--- config.mk ---
export PLATFORM = sky130hd
export DESIGN_NAME = tdm_demux4_flat
export DESIGN_NICKNAME = d
export VERILOG_FILES = /design/src/rtl/tdm_demux4_if.sv /design/src/rtl/tdm_demux4.sv /design/src/flat_wrapper.sv
export SDC_FILE = /design/constraint.sdc
export NUM_CORES = 1
export LEC_CHECK = 0
export ABC_AREA = 1
export ABC_CLOCK_PERIOD_IN_PS = 1100
export CAP_MARGIN = 5
export CORE_MARGIN = 2
export CORE_UTILIZATION = 45
export CTS_BUF_LIST = sky130_fd_sc_hd__clkbuf_8
export DETAILED_ROUTE_END_ITERATION = 6
export GPL_ROUTABILITY_DRIVEN = 0
export PLACE_DENSITY = 0.84
export SYNTH_ARGS = -nofsm -noshare
export SYNTH_HDL_FRONTEND = slang
export SYNTH_SLANG_ARGS = --single-unit
--- constraint.sdc ---
create_clock -name clk -period 1.1 [get_ports clk]
set_input_delay 0.275 -clock clk [delete_from_list [all_inputs] [get_ports clk]]
set_output_delay 0.275 -clock clk [all_outputs]
set_load 0.02 [all_outputs]
--- src/rtl/tdm_demux4_if.sv ---
// Bus bundle for the four-slot TDM demultiplexer: serial beat stream in,
// four channel hold registers plus status strobes out.
interface tdm_demux4_if #(
  parameter int W = 2
);
  logic [W-1:0] din;
  logic         din_vld;
  logic         frame_sync;
  logic [W-1:0] y0;
  logic [W-1:0] y1;
  logic [W-1:0] y2;
  logic [W-1:0] y3;
  logic [3:0]   ch_vld;
  logic [1:0]   sel;
  logic         locked;
  logic         frame_done;
  logic         sync_err;

  // Stream source / channel consumer side.
  modport master (
    output din, din_vld, frame_sync,
    input  y0, y1, y2, y3, ch_vld, sel, locked, frame_done, sync_err
  );

  // Demultiplexer side.
  modport slave (
    input  din, din_vld, frame_sync,
    output y0, y1, y2, y3, ch_vld, sel, locked, frame_done, sync_err
  );
endinterface

--- src/rtl/tdm_demux4.sv ---
// Four-slot TDM demultiplexer. Hunts for a frame_sync-qualified beat, then
// steers consecutive valid beats into y0..y3 following the {s2,s1} slot order.
// Falls back to hunting after TIMEOUT consecutive idle cycles while locked.
module tdm_demux4 #(
  parameter int W       = 2,
  parameter int TIMEOUT = 16
) (
  input  logic          clk,
  input  logic          rst_n,
  tdm_demux4_if.slave   bus
);

  // A zero TIMEOUT disables the idle counter but still needs a legal width.
  localparam int CW = (TIMEOUT > 0) ? $clog2(TIMEOUT + 1) : 1;
  // Counter value on which the next idle cycle completes the timeout.
  localparam int CNT_LAST_INT = (TIMEOUT > 0) ? TIMEOUT - 1 : 0;
  localparam logic [CW-1:0] CNT_LAST = CW'(CNT_LAST_INT);

  typedef enum logic {
    HUNT   = 1'b0,
    LOCKED = 1'b1
  } state_t;

  state_t        state;
  logic [W-1:0]  y_q [4];
  logic [3:0]    ch_vld_q;
  logic [1:0]    sel_q;
  logic          locked_q;
  logic          frame_done_q;
  logic          sync_err_q;
  logic [CW-1:0] idle_cnt;

  // Frame tracking FSM with all outputs registered alongside the state.
  // NOTE: every register here uses <= so all of them sample the same
  // pre-edge values; a blocking = would let later lines see updated sel_q.
  always_ff @(posedge clk or negedge rst_n) begin
    if (!rst_n) begin
      state        <= HUNT;
      // NOTE: the channel hold registers are reset too, since downstream
      // logic is allowed to read y0..y3 before the first frame arrives.
      for (int k = 0; k < 4; k++) y_q[k] <= '0;
      ch_vld_q     <= '0;
      sel_q        <= '0;
      locked_q     <= 1'b0;
      frame_done_q <= 1'b0;
      sync_err_q   <= 1'b0;
      idle_cnt     <= '0;
    end else begin
      // Strobes are single-cycle unless re-asserted below.
      ch_vld_q     <= '0;
      frame_done_q <= 1'b0;
      sync_err_q   <= 1'b0;

      case (state)
        HUNT: begin
          idle_cnt <= '0;
          if (bus.din_vld && bus.frame_sync) begin
            y_q[0]   <= bus.din;
            ch_vld_q <= 4'b0001;
            sel_q    <= 2'd1;
            state    <= LOCKED;
            locked_q <= 1'b1;
          end
        end

        LOCKED: begin
          if (bus.din_vld) begin
            idle_cnt <= '0;
            if (bus.frame_sync) begin
              // Slot-0 capture; flagged as an error only when it cuts a frame short.
              y_q[0]     <= bus.din;
              ch_vld_q   <= 4'b0001;
              sel_q      <= 2'd1;
              sync_err_q <= (sel_q != 2'd0);
            end else begin
              y_q[sel_q]   <= bus.din;
              ch_vld_q     <= 4'b0001 << sel_q;
              sel_q        <= sel_q + 2'd1;
              frame_done_q <= (sel_q == 2'd3);
            end
          end else if (TIMEOUT != 0) begin
            if (idle_cnt == CNT_LAST) begin
              state    <= HUNT;
              locked_q <= 1'b0;
              sel_q    <= '0;
              idle_cnt <= '0;
            end else begin
              idle_cnt <= idle_cnt + CW'(1);
            end
          end
        end

        default: begin
          state    <= HUNT;
          locked_q <= 1'b0;
        end
      endcase
    end
  end

  assign bus.y0         = y_q[0];
  assign bus.y1         = y_q[1];
  assign bus.y2         = y_q[2];
  assign bus.y3         = y_q[3];
  assign bus.ch_vld     = ch_vld_q;
  assign bus.sel        = sel_q;
  assign bus.locked     = locked_q;
  assign bus.frame_done = frame_done_q;
  assign bus.sync_err   = sync_err_q;

endmodule

--- src/flat_wrapper.sv ---
// flat-port wrapper written by rule: the top's interface ports become plain ports
module tdm_demux4_flat 
#(
  parameter int W       = 2,
  parameter int TIMEOUT = 16
)
  (clk, rst_n, bus_din, bus_din_vld, bus_frame_sync, bus_y0, bus_y1, bus_y2, bus_y3, bus_ch_vld, bus_sel, bus_locked, bus_frame_done, bus_sync_err);
  tdm_demux4_if #(.W(W)) bus_i ();
  input  logic clk;
  input  logic rst_n;
  input wire logic [$bits(bus_i.din)-1:0] bus_din;
  input wire logic [$bits(bus_i.din_vld)-1:0] bus_din_vld;
  input wire logic [$bits(bus_i.frame_sync)-1:0] bus_frame_sync;
  output wire logic [$bits(bus_i.y0)-1:0] bus_y0;
  output wire logic [$bits(bus_i.y1)-1:0] bus_y1;
  output wire logic [$bits(bus_i.y2)-1:0] bus_y2;
  output wire logic [$bits(bus_i.y3)-1:0] bus_y3;
  output wire logic [$bits(bus_i.ch_vld)-1:0] bus_ch_vld;
  output wire logic [$bits(bus_i.sel)-1:0] bus_sel;
  output wire logic [$bits(bus_i.locked)-1:0] bus_locked;
  output wire logic [$bits(bus_i.frame_done)-1:0] bus_frame_done;
  output wire logic [$bits(bus_i.sync_err)-1:0] bus_sync_err;
  assign bus_i.din = bus_din;
  assign bus_i.din_vld = bus_din_vld;
  assign bus_i.frame_sync = bus_frame_sync;
  assign bus_y0 = bus_i.y0;
  assign bus_y1 = bus_i.y1;
  assign bus_y2 = bus_i.y2;
  assign bus_y3 = bus_i.y3;
  assign bus_ch_vld = bus_i.ch_vld;
  assign bus_sel = bus_i.sel;
  assign bus_locked = bus_i.locked;
  assign bus_frame_done = bus_i.frame_done;
  assign bus_sync_err = bus_i.sync_err;
  tdm_demux4 #(.W(W), .TIMEOUT(TIMEOUT)) u_core (.clk(clk), .rst_n(rst_n), .bus(bus_i));
endmodule
Yosys cells after proc, flatten, opt, wreduce, memory -nomap -nowiden
Cells that the tools add are included.
- bits in registers: 23
- input bits: 6
- output and inout port bits: 17
- logic and storage cells: 67
- add/sub/neg operators: 2
- $lt $le $gt $ge: 2
- eq/ne operators: 7
- shift operators: 1
- multiplexer cells: 34
- bitwise operators: 3
- reductions and logical operators: 7
- operators by type and width (operator ; count):
    2-bit 2-to-1 mux ; 7
    1-bit 2-to-1 mux ; 13
    5-bit 2-to-1 mux ; 2
    5-bit one-hot mux with 2 select lines ; 1
    8-bit bitwise mux ; 1
    4-bit 2-to-1 mux ; 2
    8-bit 2-to-1 mux ; 1
    2-bit one-hot mux with 2 select lines ; 2
    4-bit one-hot mux with 2 select lines ; 1
    6-bit 2-to-1 mux ; 1
    2-bit != test, second input constant ; 3
    3-bit AND reduction ; 2
    5-bit by 1-bit adder with 5-bit output, second input constant ; 1
    5-bit by 4-bit equality test with 1-bit output, second input constant ; 1
    2-bit demux with 2-bit select ; 1
    1-bit one-hot mux with 2 select lines ; 2
    2-bit AND reduction ; 2
    1-bit by 2-bit left shift with 4-bit output, first input constant ; 1
    3-bit >= comparator, second input constant ; 1
    3-bit by 1-bit less-than comparator with 1-bit output, second input constant ; 1
    3-bit != test, second input constant ; 1
    2-bit inverter with 3-bit output ; 1
    2-bit by 1-bit adder with 2-bit output, second input constant ; 1
    2-bit equality test, second input constant ; 1
    other kinds (4) ; 6

Longest topological paths before layout
- word-level depth: 9
- mapped depth: 6
- mapped depth without buffers: 6

Worst setup path before layout
OpenSTA, ideal clock, no wires.
- path type: reg-to-reg
- from: register u_core.sel_q[0], in the netlist u_core.bus.sel[0]
- to: register u_core.y_q, in the netlist u_core.bus.y0[0]
- setup time: 0.123 ns
- arrival: 1.104 ns
- required time: 0.977 ns
- path slack: -0.127 ns
- cell stages (with the launch flop): 7
- buffers on the path: 0
- period minus slack after synthesis: 1.227 ns
- path through: dfrtp_1 > inv_1 > ha_1 > nand3_1 > nand2_1 > nor2_1 > a21oi_1
- cells in the longest elaborated chain, start to end: 9
- elaborated cells on any way between the ends: 10
- RTL lines (element ; RTL line ; text):
    start: declaration ; tdm_demux4.sv:27 ; logic [1:0] sel_q;
    start signal: assignment ; tdm_demux4.sv:78 ; sel_q <= sel_q + 2'd1;
    2-bit inverter with 3-bit output (implied by the code) (*) ; tdm_demux4.sv:76 ; y_q[sel_q] <= bus.din;
    3-bit >= comparator (implied by the code) or 3-bit by 1-bit less-than comparator with 1-bit output (tied branches) ; tdm_demux4.sv:76 ;
    1-bit logical AND (implied by the code) ; tdm_demux4.sv:76 ;
    2-bit 2-to-1 mux (implied by the code) ; tdm_demux4.sv:76 ;
    2-bit demux with 2-bit select (*) ; tdm_demux4.sv:76 ;
    8-bit bitwise mux (*) ; tdm_demux4.sv:76 ;
    2-bit 2-to-1 mux (*) ; tdm_demux4.sv:69 ; if (bus.frame_sync) begin
    8-bit 2-to-1 mux (*) ; tdm_demux4.sv:67 ; if (bus.din_vld) begin
    2-bit one-hot mux with 2 select lines (*) ; tdm_demux4.sv:54 ; case (state)
    end signal: indexed assignment ; tdm_demux4.sv:76 ;
    end: declaration ; tdm_demux4.sv:25 ; logic [W-1:0] y_q [4];
Mark *: on every way between the ends. The rest lies on a longest branch, timed or not. The select of a mux whose other input is x is not followed.
A chain may end at the register's enable or synchronous reset.

Final worst setup path
- from: register u_core.sel_q[0], in the netlist u_core.bus.sel[0]
- to: register u_core.y_q, in the netlist u_core.bus.y0[1]
Same word-level chain as after synthesis.

==> impl_results.md <==
* Pwr/cell area at about 1800 mW/mm^2
* Final core occ at 85.05%
* Antenna viol nets, final at 0
* Post-synth top area cell: dfrtp_1
* Worst Max-Slew Pin Slew at 0.2339 ns
* CP Capture Type: flop
* I/O pin count at 23
* Maximum clock rate at between 0.8 and 0.9 GHz
* Post-synth top area share at 59.86%
* Setup CP Type: flop to flop
* Share of layout cells above drive strength 1 at between 60% and 70%
* Reg clk slew, reported paths at 0.08 ns
* Hold_buf cts at 0
* Initial antenna violation count at 0
* P_leak at 0.0008714 uW
* Ys Warns at 0
* Core footprint at 0.001942 sq mm
* Drt pass-1 iters at 4
* Setup Viol. Count Final at 19
* Unrepaired setup endpoints after global routing: yes
* HP Class: input port to asynchronous set/reset pin
* Final nets at 164
* Total clock buffers created by CTS at 3
* Diodes inserted at 0
* H-tree levels at 1
* Design Area, Final at 0.001652 sq mm
* Placed Area at between 0.001 and 0.0015 sq mm
* Number of synthesized register bits at 22
* Initial Utilization at 47.36%
* Skew-Pair Late Insertion Delay at 0.26 ns
* Failing checks: negative setup slack
* # rows at 16
* Vias in the first global route at between 800 and 900
* Hpwl dp at 1.501 mm
* Grt ovf at 0
* Synth area leaders: dfrtp_1, nand2_1, ha_1
* CTS Root Cell: clkbuf_8
* RR Endpoint: u_core.bus.y0[1]
* Post-route setup TNS at -0.9603 ns
* Outcome: finished with violations
* Sink Count at 22
* VDD IR max at 0.001319 V
* Seq/Total Area, Yosys at 59.86%
* Buffers on Ports at 22
* Max-slew headroom at 84.37%
* Reg2reg setup slack at -0.12 ns
* Worst-path fanout max at 5
* Routed len/inst at 15.39 um
* Tmin final at 1.220 ns
* CTS tree: done
* Arrival @ worst endpoint at about 1.4 ns
* Overall routed net length at 2.755 mm
* Initial DRC Count at 15
* Crit path launch type: flop
* Slew Limit Fails at 0
* Fillers at 97
* Reg-to-Reg Start: u_core.bus.sel[0]
* Yosys cell types at 18
* First-pass GRT wire length at 3.912 mm
* MaxCap Viol Count at 0
* Die W at 49.21 um
* Vias post-DR at 893
* FF-to-FF path depth at 7
* Synth Area per Inst at 9.889 sq um
* CP required at 1.29 ns
* GR Util All Layers at 20.99%
* Largest net degree at the start of global routing at 23
* DRC Markers at 0
* Most frequent cells in the layout: buf_4, dfrtp_1, buf_6
* Final setup margin at -0.1200 ns
* Clk_skew at 0.002883 ns
* Tcrit/Tclk final at 110.9%
* Cell count after synthesis at 93
* Mapped Area at 919.6 sq um
* Layout area overhead at 79.59%
* Die area at ~0.0024 sq mm
* Fin. Hold Viols at 0
* CTS max path bufs at 2
* Syn_nets at 104
* Die Ht at 49.21 um
* Vias per cell at 4.989
* Commonest non-fill, non-tap cell in the layout: buf_4
-- Yosys cell counts, drive strengths merged --
| cell type | number |
|---|---|
| buf | 1 |
| dfrtp | 22 |
| a31oi | 1 |
| nand3 | 6 |
| o21ai | 7 |
| o21a | 1 |
| nor2 | 5 |
| nor3b | 1 |
| nand2 | 25 |
| nor3 | 3 |
| inv | 12 |
| xnor2 | 1 |
| nand4 | 1 |
| a21oi | 2 |
| ha | 5 |
-- flip-flops by register name (all words and copies together) (netlist names) --
register	count
u_core.bus.y2	2
u_core.bus.y1	2
u_core.bus.y0	2
u_core.bus.y3	2
u_core.bus.sel	2
u_core.bus.sync_err	1
u_core.bus.locked	1
u_core.bus.ch_vld	4
u_core.idle_cnt	5
u_core.state	1
-- critical path, stage by stage, from the launching register on --
cell and delay, ns:
dfrtp_2 0.44, buf_6 0.14, inv_4 0.06, ha_4 0.15, nand3_4 0.08, nand2_4 0.10
nor2_1 0.05, a21oi_1 0.11
-- through the flow --
step | total power (uW) | std cells | hold slack (ns) | setup slack, ns
after floorplan | 1451 | 93 | -0.02059 | 0.003762
after CTS | 2595 | 171 | 0.3791 | -0.07897
after detailed placement | 2078 | 162 | 0.4911 | -0.3572
after global placement | 2038 | 162 | 0.4760 | -0.3171
after global routing | 3130 | 179 | 0.3763 | -0.1921
final | 2985 | 179 | 0.3671 | -0.1200
-- power by group --
group,leakage (uW),total (uW),switching [uW],internal (uW)
clock network,0.0000288,576,257,319
logic,0.000567,1330,621,712
registers,0.000276,1080,107,968
-- area by class of cell --
cell class	instances	area, sq um	area share [%]
repair buffers	56	490.5	29.70
flip-flops and latches	22	554.3	33.56
multi-input cells	58	467.9	28.33
inverters	12	50.05	3.030
well taps	27	33.78	2.045
clock buffers	4	55.05	3.333
-- logic make-up after synthesis --
family	synth area share, %
fa+ha+maj	6.803
flops	59.86
simple gates	20.27
compound gates	6.395
buf+inv	5.714
xor+xnor	0.9526
-- metal layers --
metal,GRT usage (%),wire [um]
met1,24.54,1064
met2,38.06,1445
met3,4.294,185
met4,6.667,59
met5,0,0
-- how the worst max path moves through the flow --
stage,from,to,depth (start not counted)
floorplan,u_core.bus.sel[0],u_core.bus.y0[0],6
global placement,bus_din_vld,u_core.bus.y2[1],6
detailed placement,bus_din_vld,u_core.bus.y1[1],6
CTS,u_core.bus.sel[0],u_core.bus.y0[0],7
global route,u_core.idle_cnt[0],u_core.bus.locked,5
finish,u_core.bus.sel[0],u_core.bus.y0[1],7
-- what timing repair did --
action	CTS	global route
pin swaps	7	10
hold endpoints to repair	0	0
endpoints found under the setup margin	33	28
resized for setup	92	48
buffers inserted	5	8
No activity file was read; power rests on OpenSTA's default activity.
